==> src/rtl/secded_pkg.sv <==
// Shared types and helpers for the extended-Hamming (SECDED) stream decoder.
// Helpers work on a 64-bit maximum codeword so they serve any DATA_W up to 57.
package secded_pkg;

    localparam int MAX_CODE_W = 64;
    localparam int MAX_DATA_W = 57;

    typedef enum logic [1:0] {
        ERR_NONE   = 2'd0,
        ERR_SINGLE = 2'd1,
        ERR_DOUBLE = 2'd2
    } err_class_t;

    // Smallest r with 2^r >= data_w + r + 1; scanning downward leaves the smallest hit.
    function automatic int par_bits(input int data_w);
        int r;
        r = 32'sd7;
        for (int k = 7; k >= 1; k--) begin
            if ((32'sd1 << k) >= data_w + k + 32'sd1) begin
                r = k;
            end
        end
        return r;
    endfunction

    function automatic logic is_pow2(input int idx);
        return (idx > 32'sd0) && ((idx & (idx - 32'sd1)) == 32'sd0);
    endfunction

    function automatic logic [MAX_DATA_W-1:0] extract_data(input logic [MAX_CODE_W-1:0] code,
                                                           input int code_w);
        logic [MAX_DATA_W-1:0] d;
        int k;
        d = '0;
        k = 32'sd0;
        for (int i = 1; i < MAX_CODE_W; i++) begin
            if ((i < code_w) && !is_pow2(i)) begin
                d[k] = code[i];
                k++;
            end
        end
        return d;
    endfunction

endpackage

==> src/rtl/secded_syndrome.sv <==
// Combinational syndrome, overall parity and error classification of one codeword.
module secded_syndrome
    import secded_pkg::*;
#(
    parameter int CODE_W = 13,
    parameter int PAR_W  = 4
) (
    input  logic [CODE_W-1:0] code,
    output logic [PAR_W-1:0]  syndrome,
    output logic              parity,
    output err_class_t        err_class
);

    logic [PAR_W-1:0] syn_s;

    // XOR together the indices of every set bit above the overall-parity bit
    always_comb begin
        syn_s = '0;
        for (int i = 1; i < CODE_W; i++) begin
            if (code[i]) begin
                syn_s = syn_s ^ PAR_W'(i);
            end else begin
                syn_s = syn_s;
            end
        end
    end

    assign parity   = ^code;
    assign syndrome = syn_s;

    // Odd parity with an out-of-range syndrome cannot be a single flip, so it is uncorrectable
    always_comb begin
        if ((syn_s == '0) && !parity) begin
            err_class = ERR_NONE;
        end else if (parity && (int'(syn_s) <= CODE_W - 1)) begin
            err_class = ERR_SINGLE;
        end else begin
            err_class = ERR_DOUBLE;
        end
    end

endmodule

==> src/rtl/secded_stream_decoder.sv <==
// Two-stage SECDED decoder on a valid/ready stream with saturating error counters
// and a sticky capture of the first delivered error.
module secded_stream_decoder
    import secded_pkg::*;
#(
    parameter int DATA_W = 8,
    parameter int CNT_W  = 16,
    parameter int PAR_W  = par_bits(DATA_W),
    parameter int CODE_W = DATA_W + PAR_W + 1
) (
    input  logic              clock,
    input  logic              reset,
    input  logic              in_valid,
    output logic              in_ready,
    input  logic [CODE_W-1:0] in_code,
    input  logic              correct_en,
    output logic              out_valid,
    input  logic              out_ready,
    output logic [CODE_W-1:0] out_code,
    output logic [DATA_W-1:0] out_data,
    output logic [PAR_W-1:0]  out_syndrome,
    output logic              out_1bit_err,
    output logic              out_2bit_err,
    input  logic              cnt_clear,
    output logic [CNT_W-1:0]  corr_count,
    output logic [CNT_W-1:0]  uncorr_count,
    output logic              first_err_valid,
    output logic [PAR_W-1:0]  first_err_syndrome
);

    logic [PAR_W-1:0]  syn_s;
    logic              par_s;
    err_class_t        class_s;

    logic              s1_valid_r;
    logic [CODE_W-1:0] s1_code_r;
    logic [PAR_W-1:0]  s1_syn_r;
    logic              s1_par_r;
    err_class_t        s1_class_r;
    logic              s1_cen_r;

    logic              out_valid_r;
    logic [CODE_W-1:0] out_code_r;
    logic [DATA_W-1:0] out_data_r;
    logic [PAR_W-1:0]  out_syn_r;
    logic              out_1bit_r;
    logic              out_2bit_r;

    logic [CNT_W-1:0]  corr_cnt_r;
    logic [CNT_W-1:0]  uncorr_cnt_r;
    logic              first_valid_r;
    logic [PAR_W-1:0]  first_syn_r;

    logic              adv1_s;
    logic              adv2_s;
    logic              out_hs_s;
    logic [CODE_W-1:0] fixed_s;
    logic [DATA_W-1:0] data_s;
    logic              flag1_s;
    logic              flag2_s;

    secded_syndrome #(.CODE_W(CODE_W), .PAR_W(PAR_W)) u_syndrome (
        .code      (in_code),
        .syndrome  (syn_s),
        .parity    (par_s),
        .err_class (class_s)
    );

    assign adv2_s   = !out_valid_r || out_ready;
    assign adv1_s   = !s1_valid_r || adv2_s;
    assign in_ready = adv1_s;
    assign out_hs_s = out_valid_r && out_ready;

    // Stage 1: capture the word with its syndrome, parity, class and correct_en
    always_ff @(posedge clock) begin
        if (reset) begin
            s1_valid_r <= 1'b0;
            s1_code_r  <= '0;
            s1_syn_r   <= '0;
            s1_par_r   <= 1'b0;
            s1_class_r <= ERR_NONE;
            s1_cen_r   <= 1'b0;
        end else if (adv1_s) begin
            s1_valid_r <= in_valid;
            if (in_valid) begin
                s1_code_r  <= in_code;
                s1_syn_r   <= syn_s;
                s1_par_r   <= par_s;
                s1_class_r <= class_s;
                s1_cen_r   <= correct_en;
            end
        end
    end

    // Flip the indicated bit only for a single error with correction enabled
    always_comb begin
        if (s1_cen_r && s1_par_r && (s1_class_r == ERR_SINGLE)) begin
            fixed_s = s1_code_r ^ (CODE_W'(1'b1) << s1_syn_r);
        end else begin
            fixed_s = s1_code_r;
        end
        data_s = DATA_W'(extract_data(MAX_CODE_W'(fixed_s), CODE_W));
    end

    // Decode the registered class into the two output flags
    always_comb begin
        case (s1_class_r)
            ERR_NONE:   begin flag1_s = 1'b0; flag2_s = 1'b0; end
            ERR_SINGLE: begin flag1_s = 1'b1; flag2_s = 1'b0; end
            ERR_DOUBLE: begin flag1_s = 1'b0; flag2_s = 1'b1; end
            default:    begin flag1_s = 1'b0; flag2_s = 1'b1; end
        endcase
    end

    // Stage 2: output register, frozen while downstream stalls
    always_ff @(posedge clock) begin
        if (reset) begin
            out_valid_r <= 1'b0;
            out_code_r  <= '0;
            out_data_r  <= '0;
            out_syn_r   <= '0;
            out_1bit_r  <= 1'b0;
            out_2bit_r  <= 1'b0;
        end else if (adv2_s) begin
            out_valid_r <= s1_valid_r;
            if (s1_valid_r) begin
                out_code_r <= fixed_s;
                out_data_r <= data_s;
                out_syn_r  <= s1_syn_r;
                out_1bit_r <= flag1_s;
                out_2bit_r <= flag2_s;
            end
        end
    end

    // Error statistics count only delivered words; clear beats a same-cycle event
    always_ff @(posedge clock) begin
        if (reset || cnt_clear) begin
            corr_cnt_r    <= '0;
            uncorr_cnt_r  <= '0;
            first_valid_r <= 1'b0;
            first_syn_r   <= '0;
        end else if (out_hs_s) begin
            if (out_1bit_r && (corr_cnt_r != '1)) begin
                corr_cnt_r <= corr_cnt_r + CNT_W'(1'b1);
            end
            if (out_2bit_r && (uncorr_cnt_r != '1)) begin
                uncorr_cnt_r <= uncorr_cnt_r + CNT_W'(1'b1);
            end
            if ((out_1bit_r || out_2bit_r) && !first_valid_r) begin
                first_valid_r <= 1'b1;
                first_syn_r   <= out_syn_r;
            end
        end
    end

    assign out_valid          = out_valid_r;
    assign out_code           = out_code_r;
    assign out_data           = out_data_r;
    assign out_syndrome       = out_syn_r;
    assign out_1bit_err       = out_1bit_r;
    assign out_2bit_err       = out_2bit_r;
    assign corr_count         = corr_cnt_r;
    assign uncorr_count       = uncorr_cnt_r;
    assign first_err_valid    = first_valid_r;
    assign first_err_syndrome = first_syn_r;

endmodule

==> config.mk <==
export PLATFORM = sky130hd
export DESIGN_NAME = secded_stream_decoder
export DESIGN_NICKNAME = d
export VERILOG_FILES = /design/src/rtl/secded_pkg.sv /design/src/rtl/secded_syndrome.sv /design/src/rtl/secded_stream_decoder.sv
export SDC_FILE = /design/constraint.sdc
export NUM_CORES = 1
export LEC_CHECK = 0
export ABC_CLOCK_PERIOD_IN_PS = 2000
export CORE_MARGIN = 2
export CORE_UTILIZATION = 36
export CTS_BUF_LIST = sky130_fd_sc_hd__clkbuf_8
export DETAILED_ROUTE_END_ITERATION = 10
export PLACE_DENSITY_LB_ADDON = 0.05
export SLEW_MARGIN = 10
export SYNTH_ARGS = -nofsm -noshare
export SYNTH_HDL_FRONTEND = slang
export SYNTH_SLANG_ARGS = --single-unit
==> constraint.sdc <==
create_clock -name clock -period 2 [get_ports clock]
set_input_delay 0.4 -clock clock [delete_from_list [all_inputs] [get_ports clock]]
set_output_delay 0.4 -clock clock [all_outputs]
set_load 0.02 [all_outputs]
==> out/summary.txt, run 1 <==
Worst-margin pin slew -> 0.477 ns
Final Hold Fails -> 0
DR DRC count -> 0
Ports -> 85
Worst Hold Depth -> 3
# hold bufs at CTS -> 0
Final worst slack -> 0.0774 ns
P_int -> 2.67 mW
Worst relative slew slack -> 0.680
Psw -> 962 µW
Min-delay src -> in_code[7]
CP max stage cell -> clkdlybuf4s50_1
YS warnings -> 0
Overflow after GRT -> 0
WS Path Type -> in2reg
Yosys reg bits -> 79
Worst Path Buf+Inv -> 1
Top cells by area, synth -> dfxtp_1 42%, xor2_1 6.5%, nor2_1 5.9%, nand2_1 5.7%, a21oi_1 4.2%
Port bufs -> 84
Die height -> 107 µm
CP Launch Type -> input pin
Most frequent cell after synthesis -> dfxtp_1
Synthesized Nets -> 465
Yosys top cell by area -> dfxtp_1
Worst Skew -> 0.0142 ns
Logic pwr share -> 0.180
Switching Fraction -> 0.265
Crit path DAT -> 2.15 ns
Leakage -> 1.94 nW
Vias in the first global route -> 3300
Hold Path End -> s1_code_r[7]$_SDFFE_PP0P_
Synth async-reset ratio -> 0
Total GRT Usage -> 0.172
Layout cell share with drive strength beyond 1 -> 0.128
Reg2reg end -> out_code[2]$_SDFFE_PP0P_
Synth Flop Type -> dfxtp_1
DP Worst Slack -> -0.440 ns
FF-to-FF setup slack -> 0.19 ns
Library cells used by synthesis -> 41
Hold slack -> 0.450 ns
FF-to-FF path depth -> 4
Syn Area/Cell -> 8.54 µm²
Floorplan die width -> 107 µm
Run status -> finished, final reports clean
# setup viols final -> 0
Worst-path clk slew -> 0.08 ns
CP cell instances -> clkdlybuf4s50_1 -> xnor2_2 -> xnor2_1 -> nor2_1 -> a211o_1 -> o31a_1
NumNets Final -> 578
CP Max Fanout -> 6
Reg2Reg Launch Point -> s1_class_r[0]$_SDFFE_PP0P_
RePlAce Congestion -> 0.816
Dpl hpwl -> 7030 µm
Routed vias/inst -> 4.98
Synth-to-layout area growth -> 41.0%
Crit share post-route -> 0.961
Number of diodes -> 0
Core Region -> 0.0103 mm²
Placement Rows -> 37
Clk network pwr share -> 0.354
CTS tree -> built
Total number of vias -> 3477
Crit path largest cell delay -> 0.49 ns
FMAX -> 520 MHz
Area after DPL -> 0.00504 mm²
Total power -> 3.63 mW
Initial antenna violation count -> 0
Post-synth top area share -> 0.417
Seq/Total Area, Yosys -> 0.417
Most instantiated cells after synthesis -> 79 x dfxtp_1, 60 x nor2_1, 58 x nand2_1
Max-cap violations -> 0
CTS max path bufs -> 2
RSZ-0062 raised after global routing -> yes
P per Cell Area -> 679 mW/mm²
Min cycle time layout -> 1.92 ns
Required time worst endpoint -> 2.23 ns
Syn Std Cell Area -> 0.00379 mm²
Sequential share of power -> 0.467
Slew Limit Fails -> 0
WL final -> 9480 µm
Peak supply drop -> 0.000428 V
Cells after Synth -> 444
# H-tree levels -> 3
Pin count of the biggest net entering global routing -> 33
Initial core utilization -> 0.369
Wire length of the first global-routing pass -> 15900 µm
Worst-Skew Late Latency -> 0.35 ns
Hold WC Path Type -> in2reg
Initial DRC Count -> 119
First-pass detailed-route iteration total -> 4
Filler Cell Count -> 1000
Die footprint -> 0.0114 mm²
Finished Cell Area -> 0.00534 mm²
EDFF count, synth -> 0
Layout Utilization -> 0.520
Num CTS Buffers -> 9
Mean routed wirelength per cell -> 13.6 µm
Crit. End Element -> flip-flop
CP top delay family -> XOR/XNOR gates
Antenna-violating nets left -> 0
Clock sinks -> 79
Root Buffer -> clkbuf_8
metal layers:
metal	track usage	wire length [µm]	part of all wire
met1	0.226	4510	0.48
met2	0.288	4510	0.48
met3	0.0316	353	0.037
met4	0.0547	110	0.012
met5	0	0	0
stage by stage:
step / std cells / setup TNS [ns]
after floorplan: 444 / 0
after global placement: 681 / -2.48
after detailed placement: 681 / -2.57
after CTS: 698 / 0
after global routing: 698 / -0.000412
final: 698 / 0
placed cells by master, fill, tap and decap left out, types with 11 or more instances in the layout:
cell             count
xnor2_1             14
dfxtp_1             78
nand4_1             17
nand2_1             58
a311oi_1            12
a21oi_1             32
nor2_1              60
xor2_1              25
clkdlybuf4s50_1     81
o21ai_0             11
buf_4               43
sequential cells by signal, summed over array words and instances, names as in the netlist, 2 cells and up:
| name | flops |
|---|---|
| out_syndrome | 4 |
| out_code | 13 |
| uncorr_count | 16 |
| corr_count | 16 |
| s1_class_r | 2 |
| s1_syn_r | 4 |
| first_err_syndrome | 4 |
| s1_code_r | 13 |
worst max-delay path by stage:
| stage | startpoint | endpoint | slack (ns) | cells after the start |
|---|---|---|---|---|
| floorplan | uncorr_count[0]$_SDFFE_PP0P_ | uncorr_count[1]$_SDFFE_PP0P_ | 0.12 | 6 |
| finish | in_code[11] | s1_class_r[0]$_SDFFE_PP0P_ | 0.08 | 6 |
| global placement | in_code[7] | s1_class_r[1]$_SDFFE_PP0P_ | -0.34 | 6 |
| detailed placement | in_code[7] | s1_class_r[1]$_SDFFE_PP0P_ | -0.44 | 6 |
| CTS | in_code[7] | s1_class_r[1]$_SDFFE_PP0P_ | 0.02 | 7 |
| global route | in_code[11] | s1_class_r[0]$_SDFFE_PP0P_ | -0.0004 | 6 |
cell families after synthesis:
group,Yosys count,synth area share
compound gates,84,0.145
flops,79,0.417
buf+inv,35,0.0426
simple gates,185,0.231
mux,7,0.0185
xor+xnor,52,0.139
fa+ha+maj,2,0.00660
worst register-to-register path, cell delays in order, from the launching register on:
cell and delay (ns):
dfxtp_1 0.36, and4b_1 0.28, or3b_4 0.44, or3_1 0.37
a311oi_1 0.29
layout make-up:
class	instances	area [µm²]	share of cell area
multi-input combinational	330	2120	0.397
clock buffer	9	124	0.0232
timing repair buffer	130	1230	0.230
clock inverter	7	88.8	0.0166
tap	136	170	0.0319
sequential	79	1580	0.296
inverter	7	26.3	0.00492
power by group through the flow:
| stage | registers, mW | clock network (mW) | logic (mW) |
|---|---|---|---|
| after floorplan | 1.74 | 0 | 0.345 |
| after global placement | 1.73 | 0 | 0.615 |
| after detailed placement | 1.73 | 0 | 0.619 |
| after CTS | 1.69 | 1.32 | 0.630 |
| after global routing | 1.71 | 1.39 | 0.712 |
| final | 1.69 | 1.28 | 0.653 |
repair_timing:
item	4_1_cts	5_1_grt
endpoints found under the setup margin	3	4
gates cloned	0	0
buffers inserted	1	0
pin swaps	1	3
hold endpoints to repair	0	0
resized for setup	2	13
Note: power is estimated with default switching activity, not from simulation.
==> run 2, diff against run 1 <==
REMOVE_ABC_BUFFERS = 1   (was not set)
==> out/summary.txt, run 2 (same netlist as run 1, synthesis figures left out) <==
Floorplan die width -> 107 µm
Most frequent cells in the layout -> 82 x clkdlybuf4s50_1, 79 x dfxtp_1, 60 x nor2_1, 58 x nand2_1, 39 x buf_4
Logic pwr share -> 0.184
CTS tree -> built
CP Max Fanout -> 3
Layout Utilization -> 0.511
P per Cell Area -> 662 mW/mm²
Peak supply drop -> 0.000391 V
RSZ-0062 raised after global routing -> no
# hold bufs at CTS -> 0
Synth-to-layout area growth -> 38.7%
Vias in the first global route -> 3109
DR DRC count -> 0
Routed vias/inst -> 4.90
Initial antenna violation count -> 0
CTS max path bufs -> 2
Wire length on met2 -> 4160 µm
Final Hold Fails -> 0
Die footprint -> 0.0114 mm²
WL final -> 9310 µm
Ports -> 85
Antenna-violating nets left -> 0
Total GRT Usage -> 0.167
Met3 wire length -> 406 µm
# H-tree levels -> 3
Worst relative slew slack -> 0.726
Most common library cell in the layout ignoring fill and taps -> clkdlybuf4s50_1
Port bufs -> 84
Placement Rows -> 37
Core Region -> 0.0103 mm²
Crit path DAT -> 2.14 ns
Psw -> 946 µW
P_int -> 2.54 mW
Slew Limit Fails -> 0
Run status -> finished, final reports clean
Initial core utilization -> 0.369
Worst-path clk slew -> 0.07 ns
Clock sinks -> 79
Overflow after GRT -> 0
Sequential share of power -> 0.487
DRT met1 WL -> 4680 µm
# setup viols final -> 0
Wire length of the first global-routing pass -> 15300 µm
Required time worst endpoint -> 2.21 ns
First-pass detailed-route iteration total -> 4
RePlAce Congestion -> 0.815
Layout cell share with drive strength beyond 1 -> 0.118
Number of diodes -> 0
Crit share post-route -> 0.963
Worst Skew -> 0.0145 ns
Hold WC Path Type -> in2reg
Root Buffer -> clkbuf_8
Die height -> 107 µm
Min cycle time layout -> 1.93 ns
Num CTS Buffers -> 9
Clk network pwr share -> 0.329
Max-cap violations -> 0
Mean routed wirelength per cell -> 13.4 µm
FMAX -> 519 MHz
Hold slack -> 0.460 ns
Worst-Skew Late Latency -> 0.35 ns
Leakage -> 1.89 nW
Initial DRC Count -> 117
NumNets Final -> 574
Max layer used -> met4
WS Path Type -> in2reg
Crit. End Element -> flip-flop
Pin count of the biggest net entering global routing -> 43
Worst-margin pin slew -> 0.409 ns
Switching Fraction -> 0.272
Dpl hpwl -> 6960 µm
Total number of vias -> 3402
CP Launch Type -> input pin
-- run 2: changes by cell type in the layout (fill, tap and decap cells not counted), sizes merged --
cell	delta
buf	-4
bufinv	-1
clkdlybuf4s50	+1
clkinv	+1
clkinvlp	+1
dlymetal6s2s	-1
inv	-1
-- run 2: through the flow --
step | TNS [ns] | cell area (µm²) | setup slack [ns] | total power [mW] | cells
floorplan | 0 | 3650 | 0.110 | 2.05 | 416
global placement | -2.04 | 5010 | -0.359 | 2.35 | 677
detailed placement | -2.18 | 5010 | -0.455 | 2.35 | 677
CTS | 0 | 5210 | 0.0309 | 3.52 | 693
global route | 0 | 5260 | 0.00136 | 3.66 | 694
finish | 0 | 5260 | 0.0741 | 3.48 | 694
-- run 2: area by class of cell --
cell class	instances	area, µm²
inverter	7	26.3
timing repair buffer	126	1190
tap	136	170
clock buffer	9	124
clock inverter	7	66.3
fill	1017	5020
sequential	79	1580
multi-input combinational	330	2090
-- run 2: worst max-delay path: stages --
cell	delay, ns
clkdlybuf4s50_1	0.56
xor2_2	0.27
xor2_1	0.31
a211oi_1	0.09
a2111oi_1	0.41
nor3_1	0.10
-- run 2: routing by layer --
layer | GRT usage | vias up
met1 | 0.238 | 1559
li1 | - | 1769
met2 | 0.254 | 70
met5 | 0 | -
met4 | 0.0612 | 0
met3 | 0.0274 | 4
-- run 2: path summary, 6_finish.rpt --
check                                   from                         end  slack (ns)  cells after the start
setup / recovery                  in_code[7]  s1_class_r[1]$_SDFFE_PP0P_        0.07                      6
hold / removal                   in_code[11]  s1_code_r[11]$_SDFFE_PP0P_        0.46                      3
setup reg to reg  corr_count[6]$_SDFFE_PP0P_  corr_count[2]$_SDFFE_PP0P_        0.18                      5
hold reg to reg        s1_cen_r$_SDFFE_PP0P_       s1_cen_r$_SDFFE_PP0P_        0.47                      2
-- run 2: repair_timing --
item / 4_1_cts / 5_1_grt
gates resized for setup: 3 / 6
pin swaps: 2 / 2
setup buffers: 0 / 1
endpoints found under the setup margin: 2 / 2
cloned: 0 / 0
-- run 2: power groups by stage --
stage | clock network [mW] | registers, mW | logic (mW)
6_report | 1.15 | 1.70 | 0.639
5_1_grt | 1.26 | 1.71 | 0.692
4_1_cts | 1.20 | 1.70 | 0.628
3_5_place_dp | 0 | 1.73 | 0.620
3_3_place_gp | 0 | 1.73 | 0.616
2_1_floorplan | 0 | 1.76 | 0.288
